`src/rtl/pipe_pkg.sv`:
```
// Shared types and constants for the generic pipeline-stage register.
// The EX/MEM data layout is {pc, zero, alu_result, write_data, write_reg}, LSB first from write_reg.
package pipe_pkg;

    localparam int unsigned PIPE_CTRL_W = 5;
    localparam int unsigned PIPE_DATA_W = 102;

    typedef enum logic [1:0] {
        EMPTY = 2'd0,
        ONE   = 2'd1,
        FULL  = 2'd2
    } skid_state_t;

    localparam int unsigned EXMEM_WREG_LSB  = 0;
    localparam int unsigned EXMEM_WREG_W    = 5;
    localparam int unsigned EXMEM_WDATA_LSB = 5;
    localparam int unsigned EXMEM_WDATA_W   = 32;
    localparam int unsigned EXMEM_ALU_LSB   = 37;
    localparam int unsigned EXMEM_ALU_W     = 32;
    localparam int unsigned EXMEM_ZERO_BIT  = 69;
    localparam int unsigned EXMEM_PC_LSB    = 70;
    localparam int unsigned EXMEM_PC_W      = 32;

    function automatic logic [PIPE_DATA_W-1:0] exmem_pack(
        input logic [31:0] pc,
        input logic        zero,
        input logic [31:0] alu_result,
        input logic [31:0] write_data,
        input logic [4:0]  write_reg
    );
        return {pc, zero, alu_result, write_data, write_reg};
    endfunction

    function automatic logic [1:0] skid_occupancy(input skid_state_t s);
        case (s)
            EMPTY:   return 2'd0;
            ONE:     return 2'd1;
            FULL:    return 2'd2;
            default: return 2'd0;
        endcase
    endfunction

endpackage

```
`src/rtl/pipe_stage_reg_sat_counter.sv`:
```
// Saturating up-counter: counts cycles with inc high and sticks at all-ones.
module sat_counter
    import pipe_pkg::*;
#(
    parameter int unsigned W = 16
) (
    input  logic         clk,
    input  logic         rst_n,
    input  logic         inc,
    output logic [W-1:0] count
);

    always_ff @(posedge clk or negedge rst_n) begin
        if (!rst_n) begin
            count <= '0;
        end else if (inc && (count != '1)) begin
            count <= count + W'(1);
        end
    end

endmodule

```
`src/rtl/pipe_stage_reg.sv`:
```
// Parametrised pipeline-stage register with valid/ready handshake, flush,
// bubble-safe control and an optional 2-entry skid buffer.
module pipe_stage_reg
    import pipe_pkg::*;
#(
    parameter int unsigned CTRL_W = PIPE_CTRL_W,
    parameter int unsigned DATA_W = PIPE_DATA_W,
    parameter int unsigned SKID   = 1,
    parameter int unsigned CNT_W  = 16
) (
    input  logic              clk,
    input  logic              rst_n,
    input  logic              flush,
    input  logic              in_valid,
    output logic              in_ready,
    input  logic [CTRL_W-1:0] in_ctrl,
    input  logic [DATA_W-1:0] in_data,
    output logic              out_valid,
    input  logic              out_ready,
    output logic [CTRL_W-1:0] out_ctrl,
    output logic [DATA_W-1:0] out_data,
    output logic [1:0]        occupancy,
    output logic [CNT_W-1:0]  stall_cnt
);

    logic in_fire;
    logic out_fire;

    assign in_fire  = in_valid && in_ready;
    assign out_fire = out_valid && out_ready;

    if (SKID != 0) begin : g_skid
        skid_state_t       state_q, state_d;
        logic              valid_q, ready_q;
        logic [1:0]        occ_q;
        logic [CTRL_W-1:0] head_ctrl_q, head_ctrl_d;
        logic [DATA_W-1:0] head_data_q, head_data_d;
        logic [CTRL_W-1:0] skid_ctrl_q, skid_ctrl_d;
        logic [DATA_W-1:0] skid_data_q, skid_data_d;

        // Status outputs are registered from the next state so none of them decode state_q.
        always_ff @(posedge clk or negedge rst_n) begin
            if (!rst_n) begin
                state_q <= EMPTY;
                valid_q <= 1'b0;
                ready_q <= 1'b1;
                occ_q   <= 2'd0;
            end else begin
                state_q <= state_d;
                valid_q <= (state_d != EMPTY);
                ready_q <= (state_d != FULL);
                occ_q   <= skid_occupancy(state_d);
            end
        end

        always_comb begin
            state_d = state_q;
            if (flush) begin
                state_d = EMPTY;
            end else begin
                case (state_q)
                    EMPTY: begin
                        if (in_fire) state_d = ONE;
                    end
                    ONE: begin
                        if (in_fire && !out_fire)      state_d = FULL;
                        else if (!in_fire && out_fire) state_d = EMPTY;
                    end
                    FULL: begin
                        if (out_fire) state_d = ONE;
                    end
                    default: state_d = EMPTY;
                endcase
            end
        end

        always_comb begin
            head_ctrl_d = head_ctrl_q;
            head_data_d = head_data_q;
            skid_ctrl_d = skid_ctrl_q;
            skid_data_d = skid_data_q;
            if (!flush) begin
                case (state_q)
                    EMPTY: begin
                        if (in_fire) begin
                            head_ctrl_d = in_ctrl;
                            head_data_d = in_data;
                        end
                    end
                    ONE: begin
                        if (in_fire && out_fire) begin
                            head_ctrl_d = in_ctrl;
                            head_data_d = in_data;
                        end else if (in_fire) begin
                            skid_ctrl_d = in_ctrl;
                            skid_data_d = in_data;
                        end
                    end
                    FULL: begin
                        if (out_fire) begin
                            head_ctrl_d = skid_ctrl_q;
                            head_data_d = skid_data_q;
                        end
                    end
                    default: ;
                endcase
            end
        end

        // Head control is stored pre-masked, so out_ctrl needs no gate after the flop.
        always_ff @(posedge clk or negedge rst_n) begin
            if (!rst_n) begin
                head_ctrl_q <= '0;
                head_data_q <= '0;
                skid_ctrl_q <= '0;
                skid_data_q <= '0;
            end else begin
                head_ctrl_q <= (state_d != EMPTY) ? head_ctrl_d : '0;
                head_data_q <= head_data_d;
                skid_ctrl_q <= skid_ctrl_d;
                skid_data_q <= skid_data_d;
            end
        end

        assign in_ready  = ready_q;
        assign out_valid = valid_q;
        assign out_ctrl  = head_ctrl_q;
        assign out_data  = head_data_q;
        assign occupancy = occ_q;
    end else begin : g_single
        logic              valid_q;
        logic [CTRL_W-1:0] ctrl_q;
        logic [DATA_W-1:0] data_q;

        always_ff @(posedge clk or negedge rst_n) begin
            if (!rst_n) begin
                valid_q <= 1'b0;
                ctrl_q  <= '0;
                data_q  <= '0;
            end else if (flush) begin
                valid_q <= 1'b0;
                ctrl_q  <= '0;
            end else if (in_fire) begin
                valid_q <= 1'b1;
                ctrl_q  <= in_ctrl;
                data_q  <= in_data;
            end else if (out_fire) begin
                valid_q <= 1'b0;
                ctrl_q  <= '0;
            end
        end

        assign in_ready  = !valid_q || out_ready;
        assign out_valid = valid_q;
        assign out_ctrl  = ctrl_q;
        assign out_data  = data_q;
        assign occupancy = {1'b0, valid_q};
    end

    sat_counter #(
        .W(CNT_W)
    ) u_stall_cnt (
        .clk  (clk),
        .rst_n(rst_n),
        .inc  (out_valid && !out_ready),
        .count(stall_cnt)
    );

endmodule
```
`config.mk`:
```
export PLATFORM = sky130hd
export DESIGN_NAME = pipe_stage_reg
export DESIGN_NICKNAME = d
export VERILOG_FILES = /design/src/rtl/pipe_pkg.sv /design/src/rtl/pipe_stage_reg_sat_counter.sv /design/src/rtl/pipe_stage_reg.sv
export SDC_FILE = /design/constraint.sdc
export NUM_CORES = 1
export LEC_CHECK = 0
export BUFFER_PORTS_ARGS = -buffer_cell sky130_fd_sc_hd__buf_2
export CAP_MARGIN = 20
export CORE_ASPECT_RATIO = 0.6
export CORE_MARGIN = 2
export CORE_UTILIZATION = 55
export DETAILED_ROUTE_END_ITERATION = 10
export HOLD_SLACK_MARGIN = 0.15
export PLACE_DENSITY = 0.93
export SLEW_MARGIN = 20
export SYNTH_ARGS = -nofsm -noshare
export SYNTH_HDL_FRONTEND = slang
export SYNTH_HIERARCHICAL = 1
export SYNTH_SLANG_ARGS = --single-unit
```
`constraint.sdc`:
```
create_clock -name clk -period 4.25 [get_ports clk]
set_clock_uncertainty 0.15 [all_clocks]
set_input_delay 0.425 -clock clk [delete_from_list [all_inputs] [get_ports clk]]
set_output_delay 0.425 -clock clk [all_outputs]
set_load 0.005 [all_outputs]
```
Word-level counts from Yosys, hierarchy flattened:

Index checks and enable logic that the tools add are counted.

* $add $sub $neg: 1
* eq/ne operators: 14
* muxes and demuxes: 17
* bitwise gates (word level): 2
* reduce and logical (&&, ||, !) cells: 16

Operators with widths (count)
* $mux W102: 3
* $pmux W102 S3: 1
* $mux W5: 5
* $add A16 B1 Y16 const B: 1
* $ne A16 B16 Y1 const B: 1
* $pmux W5 S3: 1
* $mux W2: 5
* $ne A2 B2 Y1 const B: 5
* $reduce_and A5 Y1: 2
* $ne A3 B3 Y1 const B: 3
* $logic_and A1 B1 Y1: 7
* $pmux W2 S3: 1
* $eq A2 B1 Y1 const B: 2
* $eq A2 B2 Y1 const B: 2
* $ne A4 B1 Y1 const B: 1
* $pmux W2 S2: 1
* $reduce_and A4 Y1: 1
* $logic_not A1 Y1: 3
* $reduce_bool A3 Y1: 1
* $logic_not A2 Y1: 1
* $not A1 Y1: 2
* $reduce_bool A2 Y1: 1

* register bits after elaboration: 236
* logic and storage cells: 59

Longest topological paths before layout:

Gate-level depths: netlist of the first run.

* word-level depth: 10
* depth in mapped cells: 6
* depth with buffers taken out: 5

Cells and area by module:

The synthesis of the first run kept the hierarchy.

Modules (own cells, without submodules)
* pipe_stage_reg: times used 1, cells each 613, area each 9566.7 µm², sequential area each 5506.5 µm²
* sat_counter: times used 1, cells each 77, area each 884.6 µm², sequential area each 400.4 µm²

Worst setup path after synthesis of the first run:

Ideal clock, no wire load.

* path kind: reg2reg
* start: register g_skid.ready_q, in the netlist in_ready
* end: register g_skid.head_data_q[0], in the netlist out_data[0]
* library setup time: 0.125 ns
* arrival: 1.854 ns
* setup slack: 2.121 ns
* cell stages (with the launch flop): 7
* buffers on the path: 2
* period minus slack after synthesis: 2.129 ns
* cells stage by stage: dfstp_2 nand3b_1 a21o_1 a21oi_1 clkbuf_1 buf_2 mux2_2

* cells in the longest elaborated chain, start to end: 4
* elaborated cells on any way between the ends: 5
* those cells by class: eq/ne (2); reduce/logical (3)

RTL lines
* from (decl): RTL line pipe_stage_reg.sv:34 `logic valid_q, ready_q;`
* from (signal assigned): RTL line pipe_stage_reg.sv:51 `ready_q <= (state_d != FULL);`
* $logic_and A1 B1 Y1 *: RTL line pipe_stage_reg.sv:29 `assign in_fire = in_valid && in_ready;`
* $logic_and A1 B1 Y1: RTL line pipe_stage_reg.sv:91 `if (in_fire && out_fire) begin`
* $ne A2 B2 Y1 (no line)
* $reduce_and A5 Y1 (no line) *
* to (signal assigned): RTL line pipe_stage_reg.sv:119 `head_data_q <= head_data_d;`
* to (decl): RTL line pipe_stage_reg.sv:37 `logic [DATA_W-1:0] head_data_q, head_data_d;`

Mark *: on every way between the ends. The rest lies on a longest branch, timed or not.
A chain may end at the register's enable or synchronous reset.

Final worst setup path of the first run:

* start: input port out_ready
* end: register g_skid.skid_data_q[94]

* cells in the longest elaborated chain, start to end: 4

RTL lines
* from (decl): RTL line pipe_stage_reg.sv:19 `input logic out_ready,`
* $logic_and A1 B1 Y1: RTL line pipe_stage_reg.sv:30 `assign out_fire = out_valid && out_ready;`
* $logic_and A1 B1 Y1: RTL line pipe_stage_reg.sv:91
* $not A1 Y1 (no line)
* $reduce_and A4 Y1 (no line)
* to (signal assigned): RTL line pipe_stage_reg.sv:121 `skid_data_q <= skid_data_d;`
* to (decl): RTL line pipe_stage_reg.sv:39 `logic [DATA_W-1:0] skid_data_q, skid_data_d;`

Every way passes these cells.

==> results of run 1 <==
-- metal layers --
| metal | vias to the layer above | GRT usage [%] | share of wire, % |
|---|---|---|---|
| li1 | 3204 | - | - |
| met1 | 3541 | 33.0 | 42 |
| met2 | 254 | 45.1 | 48 |
| met3 | 55 | 7.85 | 8.1 |
| met4 | 0 | 6.45 | 2.3 |
| met5 | - | 0 | 0 |
-- flip-flops by register name, indices dropped and copies added (netlist names) --
| signal | flops |
|---|---|
| occupancy | 2 |
| g_skid.skid_data_q | 102 |
| out_data | 102 |
| g_skid.skid_ctrl_q | 5 |
| g_skid.state_q | 2 |
| in_ready | 1 |
| u_stall_cnt/count | 16 |
| out_valid | 1 |
| out_ctrl | 5 |
-- Yosys cell counts (all sizes together) --
cell    instances
a21bo           1
a21o            1
a21oi           7
a221o           1
a311oi          5
a31oi           2
a32oi           1
a41oi           2
and3            3
and3b           1
and4            2
buf            25
clkbuf         11
dfrtp         235
dfstp           1
ha              1
inv             4
mux2          313
mux2i           1
nand2          17
nand2b          3
nand3           9
nand3b          1
nand4          10
nor2           10
nor2b           1
nor3            6
nor4            2
o21a            3
o21ai           1
o21bai          1
o31ai           1
or4             1
xnor2           5
xor2            2
-- final timing paths --
| kind | start | endpoint | slack [ns] | cells after the start |
|---|---|---|---|---|
| worst max-delay path | out_ready | g_skid.skid_data_q[94] | 1.50 | 6 |
| worst min-delay path | out_data[53] | out_data[53] | 0.35 | 1 |
| worst max register to register | g_skid.state_q[0] | g_skid.skid_data_q[101] | 1.58 | 4 |
| worst min register to register | out_data[53] | out_data[53] | 0.35 | 1 |
| max in group asynchronous | rst_n | g_skid.skid_data_q[37] | 2.54 | 3 |
| min in group asynchronous | rst_n | g_skid.skid_data_q[99] | 0.45 | 2 |
-- logic make-up (layout without fill, tap and decap cells) --
family | Yosys count | count (layout) | synth area share (%)
compound gates | 26 | 26 | 1.93
xor+xnor | 7 | 7 | 0.587
fa+ha+maj | 1 | 1 | 0.120
buf+inv | 40 | 401 | 1.96
flops | 236 | 236 | 56.5
mux | 314 | 314 | 35.0
simple gates | 66 | 66 | 3.91
-- timing repair --
action,in CTS,in global routing
hold buffers,110,0
endpoints found under the hold margin,302,0
setup buffers,0,0
gates resized for setup,0,0
-- power groups by stage --
stage / Clock [mW] / Combinational, mW / Sequential [mW]
floorplan: 0 / 1.08 / 3.50
global placement: 0 / 1.73 / 3.52
global route: 2.19 / 2.08 / 3.69
finish: 2.07 / 1.93 / 3.58
CTS: 2.10 / 1.92 / 3.57
detailed placement: 0 / 1.82 / 3.58
-- area by class of cell --
type	count	area share [%]
Inverter	4	0.109
Multi-Input combinational cell	414	31.7
Clock buffer	31	4.76
Sequential cell	236	43.0
Clock inverter	9	0.819
Tap cell	240	2.18
Timing Repair Buffer	357	17.4
==> report_table.html, run 1 <==
<table>
<tr><th>Metric</th><th>Value</th></tr>
<tr><th colspan="2">Run status</th></tr>
<tr><td>Run status</td><td>complete, no violations</td></tr>
<tr><th colspan="2">Drt</th></tr>
<tr><td>DRC</td><td>0</td></tr>
<tr><td>Average wire per cell in the routed design</td><td>20.3 µm</td></tr>
<tr><td>Antenna Nets Post-Route</td><td>0</td></tr>
<tr><td>Number of iterations in the first detailed-routing pass</td><td>4</td></tr>
<tr><td>Routed wire length</td><td>26200 µm</td></tr>
<tr><td>Initial detailed-routing violation count</td><td>429</td></tr>
<tr><td>Post-detailed-route via-to-cell ratio</td><td>5.46</td></tr>
<tr><td>DR vias</td><td>7054</td></tr>
<tr><th colspan="2">Critical path</th></tr>
<tr><td>Category of the worst setup path launch point</td><td>input port</td></tr>
<tr><td>Required time at the worst-slack endpoint</td><td>4.48 ns</td></tr>
<tr><td>CP Data Arrival Time</td><td>2.97 ns</td></tr>
<tr><td>Crit-path slowest cell</td><td>or4_4</td></tr>
<tr><td>Critical path fanouts, max</td><td>62</td></tr>
<tr><td>Sequence of cells on the critical path</td><td>dlygate4sd3_1, buf_2, a21bo_2, or4_4, buf_4, mux2_4</td></tr>
<tr><td>Number of buffer and inverter stages on the critical path</td><td>3</td></tr>
<tr><td>Endpoint type of the worst setup path</td><td>flop</td></tr>
<tr><td>Critical path start-end classification</td><td>input port to flop</td></tr>
<tr><td>Biggest cell delay along the critical path</td><td>0.81 ns</td></tr>
<tr><td>Largest delay contributor family on the critical path</td><td>buffers and inverters</td></tr>
<tr><th colspan="2">Layout</th></tr>
<tr><td>Share of the core filled with cells in the final layout</td><td>74.9%</td></tr>
<tr><td>Area occupied by multi-input gates</td><td>4360 µm²</td></tr>
<tr><td>Most frequent standard cell in the layout excluding fill and tap cells</td><td>mux2_2</td></tr>
<tr><td>Finished Layout Cells</td><td>1291</td></tr>
<tr><td>Layout net count</td><td>1148</td></tr>
<tr><td>Final non-filler cell area</td><td>13700 µm²</td></tr>
<tr><td>Commonest cells after routing, fill and taps aside</td><td>mux2_2 (281), buf_2 (237), dfrtp_1 (235), dlygate4sd3_1 (110), mux2_4 (32)</td></tr>
<tr><td>Seq. cell area</td><td>5910 µm²</td></tr>
<tr><td>Area growth from synthesis to layout</td><td>31.5%</td></tr>
<tr><td>Count of filler cells inserted in the layout</td><td>1051</td></tr>
<tr><td>Total inserted antenna cells</td><td>0</td></tr>
<tr><td>Share of post-route cells with drive strength above 1</td><td>58.2%</td></tr>
<tr><th colspan="2">STA</th></tr>
<tr><td>Portion of the clock cycle consumed by the worst path in the final layout</td><td>64.6%</td></tr>
<tr><td>Setup TNS</td><td>0 ns</td></tr>
<tr><td>Worst Tran Pin Value</td><td>0.938 ns</td></tr>
<tr><td>Final max-slew violation count</td><td>0</td></tr>
<tr><td>Maximum clock rate</td><td>364 MHz</td></tr>
<tr><td>RSZ-0062 raised after global routing</td><td>no</td></tr>
<tr><td>Finish-stage setup viols</td><td>0</td></tr>
<tr><td>Count of final hold-check violations</td><td>0</td></tr>
<tr><td>Time the final worst path needs with I/O delays and setup</td><td>2.75 ns</td></tr>
<tr><td>Relative slew slack</td><td>37.4%</td></tr>
<tr><td>Crit path setup slack, layout</td><td>1.50 ns</td></tr>
<tr><td>Final-layout worst hold slack</td><td>0.351 ns</td></tr>
<tr><th colspan="2">Synthesis</th></tr>
<tr><td>Count of cell types in the netlist</td><td>43</td></tr>
<tr><td>Sequential cell area fraction in the yosys report</td><td>56.5%</td></tr>
<tr><td>Nets in the synthesized netlist</td><td>803</td></tr>
<tr><td>Number of storage elements in the synthesis netlist</td><td>236</td></tr>
<tr><td>Yosys top cell area share</td><td>56.3%</td></tr>
<tr><td>Largest area contributor in the synthesized netlist</td><td>dfrtp_1</td></tr>
<tr><td>Synthesized area per cell</td><td>15.1 µm²</td></tr>
<tr><td>Mapped Cells</td><td>690</td></tr>
<tr><td>Post-synthesis instance area</td><td>10500 µm²</td></tr>
<tr><td>Warning count from the yosys run</td><td>6</td></tr>
<tr><td>Synth top area cells</td><td>dfrtp_1 (56%), mux2_2 (30%), mux2_4 (4.6%)</td></tr>
<tr><th colspan="2">Pwr</th></tr>
<tr><td>Share of power burned in registers</td><td>47.2%</td></tr>
<tr><td>Internal power</td><td>5.48 mW</td></tr>
<tr><td>Power density relative to cell area</td><td>552 nW/µm²</td></tr>
<tr><td>Clock share of power</td><td>27.3%</td></tr>
<tr><td>Combinational Power Share</td><td>25.4%</td></tr>
<tr><td>Static leakage</td><td>6.46 nW</td></tr>
<tr><td>Power, Total</td><td>7.58 mW</td></tr>
<tr><td>Sw frac</td><td>27.8%</td></tr>
<tr><td>Peak supply drop</td><td>0.000401 V</td></tr>
<tr><td>Switching power</td><td>2.11 mW</td></tr>
<tr><th colspan="2">Die</th></tr>
<tr><td>Number of core rows</td><td>38</td></tr>
<tr><td>Starting utilization of the core area</td><td>56.9%</td></tr>
<tr><td>Die footprint</td><td>20200 µm²</td></tr>
<tr><td>Die Y-Extent</td><td>111 µm</td></tr>
<tr><td>Number of ports placed on the die boundary</td><td>239</td></tr>
<tr><td>Die width</td><td>182 µm</td></tr>
<tr><td>Floorplan core area</td><td>18400 µm²</td></tr>
<tr><th colspan="2">Clocking</th></tr>
<tr><td>Level count of the clock H-tree</td><td>1</td></tr>
<tr><td>Clock-pin slew on the worst setup and hold paths</td><td>0.06 ns</td></tr>
<tr><td>Clock tree from TritonCTS</td><td>done</td></tr>
<tr><td>Number of sinks on the clock net</td><td>236</td></tr>
<tr><td>Library cell used as clock root buffer</td><td>clkbuf_16</td></tr>
<tr><td>Clk_lat worst skew</td><td>0.52 ns</td></tr>
<tr><td>Clock tree buffer depth</td><td>3</td></tr>
<tr><td>Clock buffer count from CTS</td><td>22</td></tr>
<tr><th colspan="2">Global routing</th></tr>
<tr><td>Pin count of the biggest net entering global routing</td><td>122</td></tr>
<tr><td>Number of antenna violations at the first check in global routing</td><td>0</td></tr>
<tr><td>Wire length of the first global-routing pass</td><td>42300 µm</td></tr>
<tr><td>Grt ovf</td><td>0</td></tr>
<tr><td>Vias in the first global route</td><td>7808</td></tr>
<tr><td>Aggregate global-route resource usage</td><td>26.3%</td></tr>
<tr><th colspan="2">Placed design</th></tr>
<tr><td>DP Cell Count</td><td>1141</td></tr>
<tr><td>Estimated wirelength of the detail-placed design</td><td>16000 µm</td></tr>
<tr><td>Pre-CTS worst setup slack</td><td>1.56 ns</td></tr>
<tr><td>Placed standard-cell area</td><td>11900 µm²</td></tr>
<tr><td>Weighted congestion at the end of routability-driven global placement</td><td>0.826</td></tr>
<tr><td>Number of buffers added on ports</td><td>238</td></tr>
<tr><th colspan="2">Flow run</th></tr>
<tr><td>Count of maximum capacitance violations</td><td>0</td></tr>
<tr><th colspan="2">Hold path</th></tr>
<tr><td>Kind of path behind the tightest hold check</td><td>flop to flop</td></tr>
</table>
Power figures use the tool's default switching activity.
==> run 2: changes to the inputs <==
--- a/config.mk
+++ b/config.mk
@@ -9,10 +9,10 @@
 export CAP_MARGIN = 20
 export CORE_ASPECT_RATIO = 0.6
 export CORE_MARGIN = 2
-export CORE_UTILIZATION = 55
+export CORE_UTILIZATION = 54
 export DETAILED_ROUTE_END_ITERATION = 10
 export HOLD_SLACK_MARGIN = 0.15
-export PLACE_DENSITY = 0.93
+export PLACE_DENSITY = 0.92
 export SLEW_MARGIN = 20
 export SYNTH_ARGS = -nofsm -noshare
 export SYNTH_HDL_FRONTEND = slang
==> constraint.sdc (replaced) <==
create_clock -name clk -period 2.8 [get_ports clk]
set_clock_uncertainty 0.15 [all_clocks]
set_input_delay 0.28 -clock clk [delete_from_list [all_inputs] [get_ports clk]]
set_output_delay 0.28 -clock clk [all_outputs]
set_load 0.005 [all_outputs]
==> report_table.html, run 2 (synthesis gave the netlist of run 1 again) <==
<table>
<tr><th>Metric</th><th>Value</th></tr>
<tr><th colspan="2">Die</th></tr>
<tr><td>Die width</td><td>184 µm</td></tr>
<tr><td>Die footprint</td><td>20500 µm²</td></tr>
<tr><td>Number of ports placed on the die boundary</td><td>239</td></tr>
<tr><td>Die Y-Extent</td><td>112 µm</td></tr>
<tr><td>Floorplan core area</td><td>19000 µm²</td></tr>
<tr><td>Starting utilization of the core area</td><td>55.1%</td></tr>
<tr><td>Number of core rows</td><td>39</td></tr>
<tr><th colspan="2">STA</th></tr>
<tr><td>Setup TNS</td><td>0 ns</td></tr>
<tr><td>RSZ-0062 raised after global routing</td><td>no</td></tr>
<tr><td>Relative slew slack</td><td>41.3%</td></tr>
<tr><td>Finish-stage setup viols</td><td>0</td></tr>
<tr><td>Count of final hold-check violations</td><td>0</td></tr>
<tr><td>Final max-slew violation count</td><td>0</td></tr>
<tr><td>Final-layout worst hold slack</td><td>0.186 ns</td></tr>
<tr><td>Time the final worst path needs with I/O delays and setup</td><td>2.26 ns</td></tr>
<tr><td>Maximum clock rate</td><td>442 MHz</td></tr>
<tr><td>Worst Tran Pin Value</td><td>0.881 ns</td></tr>
<tr><td>Portion of the clock cycle consumed by the worst path in the final layout</td><td>80.8%</td></tr>
<tr><th colspan="2">Drt</th></tr>
<tr><td>DR vias</td><td>7103</td></tr>
<tr><td>Routed wire length</td><td>26100 µm</td></tr>
<tr><td>DRC</td><td>0</td></tr>
<tr><td>Initial detailed-routing violation count</td><td>389</td></tr>
<tr><td>Average wire per cell in the routed design</td><td>20.2 µm</td></tr>
<tr><td>Number of iterations in the first detailed-routing pass</td><td>4</td></tr>
<tr><td>Antenna Nets Post-Route</td><td>0</td></tr>
<tr><td>Post-detailed-route via-to-cell ratio</td><td>5.49</td></tr>
<tr><th colspan="2">Layout</th></tr>
<tr><td>Area growth from synthesis to layout</td><td>31.8%</td></tr>
<tr><td>Share of the core filled with cells in the final layout</td><td>72.6%</td></tr>
<tr><td>Count of filler cells inserted in the layout</td><td>1186</td></tr>
<tr><td>Finished Layout Cells</td><td>1294</td></tr>
<tr><td>Share of post-route cells with drive strength above 1</td><td>58.2%</td></tr>
<tr><td>Most frequent standard cell in the layout excluding fill and tap cells</td><td>mux2_2</td></tr>
<tr><td>Layout net count</td><td>1148</td></tr>
<tr><td>Final non-filler cell area</td><td>13800 µm²</td></tr>
<tr><td>Commonest cells after routing, fill and taps aside</td><td>mux2_2 (281), buf_2 (237), dfrtp_1 (235), dlygate4sd3_1 (110), mux2_4 (32)</td></tr>
<tr><th colspan="2">Clocking</th></tr>
<tr><td>Library cell used as clock root buffer</td><td>clkbuf_16</td></tr>
<tr><td>Number of cells upsized or downsized after cts</td><td>0</td></tr>
<tr><td>Clock tree from TritonCTS</td><td>done</td></tr>
<tr><td>Clock tree buffer depth</td><td>3</td></tr>
<tr><td>Cts hold-fix bufs</td><td>110</td></tr>
<tr><td>Clock-pin slew on the worst setup and hold paths</td><td>0.07 ns</td></tr>
<tr><td>Clk_lat worst skew</td><td>0.50 ns</td></tr>
<tr><td>Level count of the clock H-tree</td><td>1</td></tr>
<tr><td>Clock buffer count from CTS</td><td>22</td></tr>
<tr><td>Number of sinks on the clock net</td><td>236</td></tr>
<tr><td>Buffers inserted by post-CTS timing repair</td><td>0</td></tr>
<tr><th colspan="2">Global routing</th></tr>
<tr><td>Pin count of the biggest net entering global routing</td><td>64</td></tr>
<tr><td>Wire length of the first global-routing pass</td><td>42200 µm</td></tr>
<tr><td>Number of antenna violations at the first check in global routing</td><td>1</td></tr>
<tr><td>Aggregate global-route resource usage</td><td>26.0%</td></tr>
<tr><td>Grt ovf</td><td>0</td></tr>
<tr><td>Vias in the first global route</td><td>7769</td></tr>
<tr><th colspan="2">Critical path</th></tr>
<tr><td>CP Data Arrival Time</td><td>2.49 ns</td></tr>
<tr><td>Category of the worst setup path launch point</td><td>flop</td></tr>
<tr><td>Required time at the worst-slack endpoint</td><td>3.03 ns</td></tr>
<tr><td>Critical path fanouts, max</td><td>52</td></tr>
<tr><td>Endpoint type of the worst setup path</td><td>flop</td></tr>
<tr><td>Critical path start-end classification</td><td>flop to flop</td></tr>
<tr><th colspan="2">Hold path</th></tr>
<tr><td>Kind of path behind the tightest hold check</td><td>input port to asynchronous set/reset pin</td></tr>
<tr><th colspan="2">Placed design</th></tr>
<tr><td>Number of buffers added on ports</td><td>238</td></tr>
<tr><td>Placed standard-cell area</td><td>11900 µm²</td></tr>
<tr><td>DP Cell Count</td><td>1147</td></tr>
<tr><td>Weighted congestion at the end of routability-driven global placement</td><td>0.812</td></tr>
<tr><td>Estimated wirelength of the detail-placed design</td><td>15400 µm</td></tr>
<tr><th colspan="2">Pwr</th></tr>
<tr><td>Peak supply drop</td><td>0.000596 V</td></tr>
<tr><td>Power density relative to cell area</td><td>834 nW/µm²</td></tr>
<tr><td>Static leakage</td><td>6.47 nW</td></tr>
<tr><th colspan="2">Flow run</th></tr>
<tr><td>Count of maximum capacitance violations</td><td>0</td></tr>
<tr><th colspan="2">Run status</th></tr>
<tr><td>Run status</td><td>complete, no violations</td></tr>
</table>
==> run 2: path summary, 6_finish.rpt <==
kind | start | to | slack, ns | cells after the start
max reg2reg | in_ready | g_skid.skid_ctrl_q[2] | 0.54 | 4
min | rst_n | u_stall_cnt/count[12] | 0.19 | 2
max in group asynchronous | rst_n | g_skid.skid_data_q[27] | 1.58 | 3
min reg2reg | out_data[101] | out_data[101] | 0.35 | 1
max | in_ready | g_skid.skid_ctrl_q[2] | 0.54 | 4
min in group clk | in_valid | g_skid.state_q[0] | 0.19 | 5
==> run 2: metal layers <==
metal	track usage, %	share of wire (%)
met5	0	0
met4	7.25	2.6
met3	7.29	7.4
met2	43.7	48
met1	33.2	42
==> run 2: area by class of cell <==
| cell class | count | area (µm²) | share of cell area (%) |
|---|---|---|---|
| diodes | 1 | 2.50 | 0.0182 |
| well taps | 246 | 308 | 2.23 |
| clock buffers | 32 | 689 | 5.01 |
| repair buffers | 357 | 2440 | 17.8 |
| clock inverters | 4 | 45.0 | 0.327 |
| inverters | 4 | 15.0 | 0.109 |
| multi-input cells | 414 | 4360 | 31.7 |
| flip-flops and latches | 236 | 5910 | 42.9 |
==> run 2: metrics by stage <==
stage / total power, mW / setup slack, ns
after floorplan: 6.95 / 0.671
after global placement: 7.97 / 0.609
after detailed placement: 8.20 / 0.560
after CTS: 11.4 / 0.549
after global routing: 12.1 / 0.480
final: 11.5 / 0.537
==> run 2: worst max-delay path, stage by stage (launching register included) <==
cell and delay (ns):
dfstp_2 0.56, nand2_1 0.09, or4_4 0.49, buf_4 0.39, mux2_4 0.40
==> run 2: power by group <==
group | switching [mW] | internal [mW] | leakage (nW) | total [mW]
clock | 1.29 | 1.79 | 0.368 | 3.08
sequential | 0.780 | 4.69 | 2.86 | 5.47
combinational | 1.13 | 1.81 | 3.24 | 2.94
total | 3.20 | 8.29 | 6.47 | 11.5
==> run 3: changes to the inputs <==
==> constraint.sdc (replaced) <==
create_clock -name clk -period 2.35 [get_ports clk]
set_clock_uncertainty 0.15 [all_clocks]
set_input_delay 0.235 -clock clk [delete_from_list [all_inputs] [get_ports clk]]
set_output_delay 0.235 -clock clk [all_outputs]
set_load 0.005 [all_outputs]
==> report_table.html, run 3 (synthesis gave the netlist of run 1 again) <==
<table>
<tr><th>Metric</th><th>Value</th></tr>
<tr><th colspan="2">Critical path</th></tr>
<tr><td>Sequence of cells on the critical path</td><td>nand3b_1, a21o_1, a21oi_4, buf_12, mux2_2</td></tr>
<tr><td>Largest delay contributor family on the critical path</td><td>flip-flops</td></tr>
<tr><td>CP Data Arrival Time</td><td>2.41 ns</td></tr>
<tr><td>Critical path start-end classification</td><td>flop to flop</td></tr>
<tr><td>Endpoint type of the worst setup path</td><td>flop</td></tr>
<tr><td>Number of buffer and inverter stages on the critical path</td><td>1</td></tr>
<tr><td>Biggest cell delay along the critical path</td><td>0.45 ns</td></tr>
<tr><td>Critical path fanouts, max</td><td>55</td></tr>
<tr><td>Category of the worst setup path launch point</td><td>flop</td></tr>
<tr><td>Required time at the worst-slack endpoint</td><td>2.58 ns</td></tr>
<tr><td>Crit-path slowest cell</td><td>dfrtp_1</td></tr>
<tr><th colspan="2">Drt</th></tr>
<tr><td>DR vias</td><td>7171</td></tr>
<tr><td>Routed wire length</td><td>26500 µm</td></tr>
<tr><td>Number of iterations in the first detailed-routing pass</td><td>5</td></tr>
<tr><td>Antenna Nets Post-Route</td><td>0</td></tr>
<tr><td>Average wire per cell in the routed design</td><td>20.4 µm</td></tr>
<tr><td>Post-detailed-route via-to-cell ratio</td><td>5.51</td></tr>
<tr><td>Initial detailed-routing violation count</td><td>413</td></tr>
<tr><td>DRC</td><td>0</td></tr>
<tr><th colspan="2">STA</th></tr>
<tr><td>RSZ-0062 raised after global routing</td><td>no</td></tr>
<tr><td>Final max-slew violation count</td><td>0</td></tr>
<tr><td>Time the final worst path needs with I/O delays and setup</td><td>2.18 ns</td></tr>
<tr><td>Count of final hold-check violations</td><td>0</td></tr>
<tr><td>Setup TNS</td><td>0 ns</td></tr>
<tr><td>Maximum clock rate</td><td>458 MHz</td></tr>
<tr><td>Portion of the clock cycle consumed by the worst path in the final layout</td><td>92.9%</td></tr>
<tr><td>Finish-stage setup viols</td><td>0</td></tr>
<tr><td>Final-layout worst hold slack</td><td>0.351 ns</td></tr>
<tr><td>Worst Tran Pin Value</td><td>0.599 ns</td></tr>
<tr><td>Relative slew slack</td><td>60.0%</td></tr>
<tr><th colspan="2">Pwr</th></tr>
<tr><td>Power, Total</td><td>14.1 mW</td></tr>
<tr><td>Static leakage</td><td>6.54 nW</td></tr>
<tr><td>Peak supply drop</td><td>0.000659 V</td></tr>
<tr><td>Power density relative to cell area</td><td>1010 nW/µm²</td></tr>
<tr><th colspan="2">Layout</th></tr>
<tr><td>Layout net count</td><td>1153</td></tr>
<tr><td>Finished Layout Cells</td><td>1302</td></tr>
<tr><td>Area occupied by multi-input gates</td><td>4360 µm²</td></tr>
<tr><td>Count of filler cells inserted in the layout</td><td>1148</td></tr>
<tr><td>Final non-filler cell area</td><td>13900 µm²</td></tr>
<tr><td>Seq. cell area</td><td>5910 µm²</td></tr>
<tr><td>Most frequent standard cell in the layout excluding fill and tap cells</td><td>mux2_2</td></tr>
<tr><td>Share of post-route cells with drive strength above 1</td><td>58.2%</td></tr>
<tr><td>Area growth from synthesis to layout</td><td>33.5%</td></tr>
<tr><td>Commonest cells after routing, fill and taps aside</td><td>mux2_2 (281), buf_2 (237), dfrtp_1 (235), dlygate4sd3_1 (112), mux2_4 (32)</td></tr>
<tr><th colspan="2">Hold path</th></tr>
<tr><td>Kind of path behind the tightest hold check</td><td>flop to flop</td></tr>
<tr><th colspan="2">Global routing</th></tr>
<tr><td>Wire length of the first global-routing pass</td><td>42300 µm</td></tr>
<tr><td>Aggregate global-route resource usage</td><td>26.1%</td></tr>
<tr><td>Vias in the first global route</td><td>7846</td></tr>
<tr><td>Number of antenna violations at the first check in global routing</td><td>3</td></tr>
<tr><td>Grt ovf</td><td>0</td></tr>
<tr><td>Pin count of the biggest net entering global routing</td><td>69</td></tr>
<tr><th colspan="2">Placed design</th></tr>
<tr><td>Estimated wirelength of the detail-placed design</td><td>15900 µm</td></tr>
<tr><td>DP Cell Count</td><td>1150</td></tr>
<tr><td>Number of buffers added on ports</td><td>238</td></tr>
<tr><td>Placed standard-cell area</td><td>12000 µm²</td></tr>
<tr><td>Weighted congestion at the end of routability-driven global placement</td><td>0.786</td></tr>
<tr><th colspan="2">Die</th></tr>
<tr><td>Starting utilization of the core area</td><td>55.1%</td></tr>
<tr><td>Die width</td><td>184 µm</td></tr>
<tr><td>Number of core rows</td><td>39</td></tr>
<tr><td>Floorplan core area</td><td>19000 µm²</td></tr>
<tr><td>Die Y-Extent</td><td>112 µm</td></tr>
<tr><td>Number of ports placed on the die boundary</td><td>239</td></tr>
<tr><td>Die footprint</td><td>20500 µm²</td></tr>
<tr><th colspan="2">Clocking</th></tr>
<tr><td>Number of cells upsized or downsized after cts</td><td>0</td></tr>
<tr><td>Clk_lat worst skew</td><td>0.50 ns</td></tr>
<tr><td>Clock tree buffer depth</td><td>3</td></tr>
<tr><td>Buffers inserted by post-CTS timing repair</td><td>0</td></tr>
<tr><td>Clock buffer count from CTS</td><td>22</td></tr>
<tr><td>Library cell used as clock root buffer</td><td>clkbuf_16</td></tr>
<tr><td>Number of sinks on the clock net</td><td>236</td></tr>
<tr><td>Level count of the clock H-tree</td><td>1</td></tr>
<tr><td>Clock-pin slew on the worst setup and hold paths</td><td>0.07 ns</td></tr>
<tr><td>Clock tree from TritonCTS</td><td>done</td></tr>
<tr><th colspan="2">Run status</th></tr>
<tr><td>Run status</td><td>complete, no violations</td></tr>
<tr><th colspan="2">Flow run</th></tr>
<tr><td>Count of maximum capacitance violations</td><td>0</td></tr>
</table>
==> run 3: what timing repair did <==
item,CTS,global route
hold buffers,112,0
endpoints found under the setup margin,0,0
endpoints found under the hold margin,458,0
==> run 3: layer usage <==
metal	GRT usage, %	wire [µm]	up-vias
li1	-	-	3206
met2	44.6	12900	259
met1	33.0	11000	3651
met5	0	0	-
met4	6.29	570	0
met3	7.29	2030	55
==> run 3: final cells by class <==
cell class / count / share of cell area, %
Sequential cell: 236 / 42.3
Antenna cell: 3 / 0.0538
Multi-Input combinational cell: 414 / 31.3
Clock buffer: 28 / 4.55
Inverter: 4 / 0.108
Tap cell: 246 / 2.21
Timing Repair Buffer: 362 / 18.0
Clock inverter: 9 / 1.45
==> run 3: final timing paths <==
path / cells after the start / to / slack, ns / startpoint
max in group asynchronous: 4 / g_skid.skid_data_q[43] / 0.63 / rst_n
min in group asynchronous: 3 / out_data[0] / 0.67 / rst_n
setup / recovery: 5 / out_data[44] / 0.17 / g_skid.state_q[1]
hold / removal: 1 / g_skid.skid_data_q[54] / 0.35 / g_skid.skid_data_q[54]
hold reg to reg: 1 / g_skid.skid_data_q[54] / 0.35 / g_skid.skid_data_q[54]
setup reg to reg: 5 / out_data[44] / 0.17 / g_skid.state_q[1]
==> run 3: where the power goes <==
group          internal [mW]  switching (mW)
Combinational           2.17            1.34
Clock                   2.56            1.56
Sequential              5.58           0.915
Total                   10.3            3.82
==> run 3: through the flow <==
stage	worst slack, ns	util (%)
floorplan	0.221	-
global placement	0.268	63.1
detailed placement	0.211	63.1
CTS	0.189	73.4
global route	0.100	73.5
finish	0.167	73.5
==> run 3: worst register-to-register path, delay by kind of cell (launching register included) <==
kind / cells / cell delay, ns
buffers and inverters: 1 / 0.30
and+or+nand+nor: 1 / 0.23
AOI/OAI and AO/OA: 2 / 0.45
muxes: 1 / 0.48
DFF: 1 / 0.45
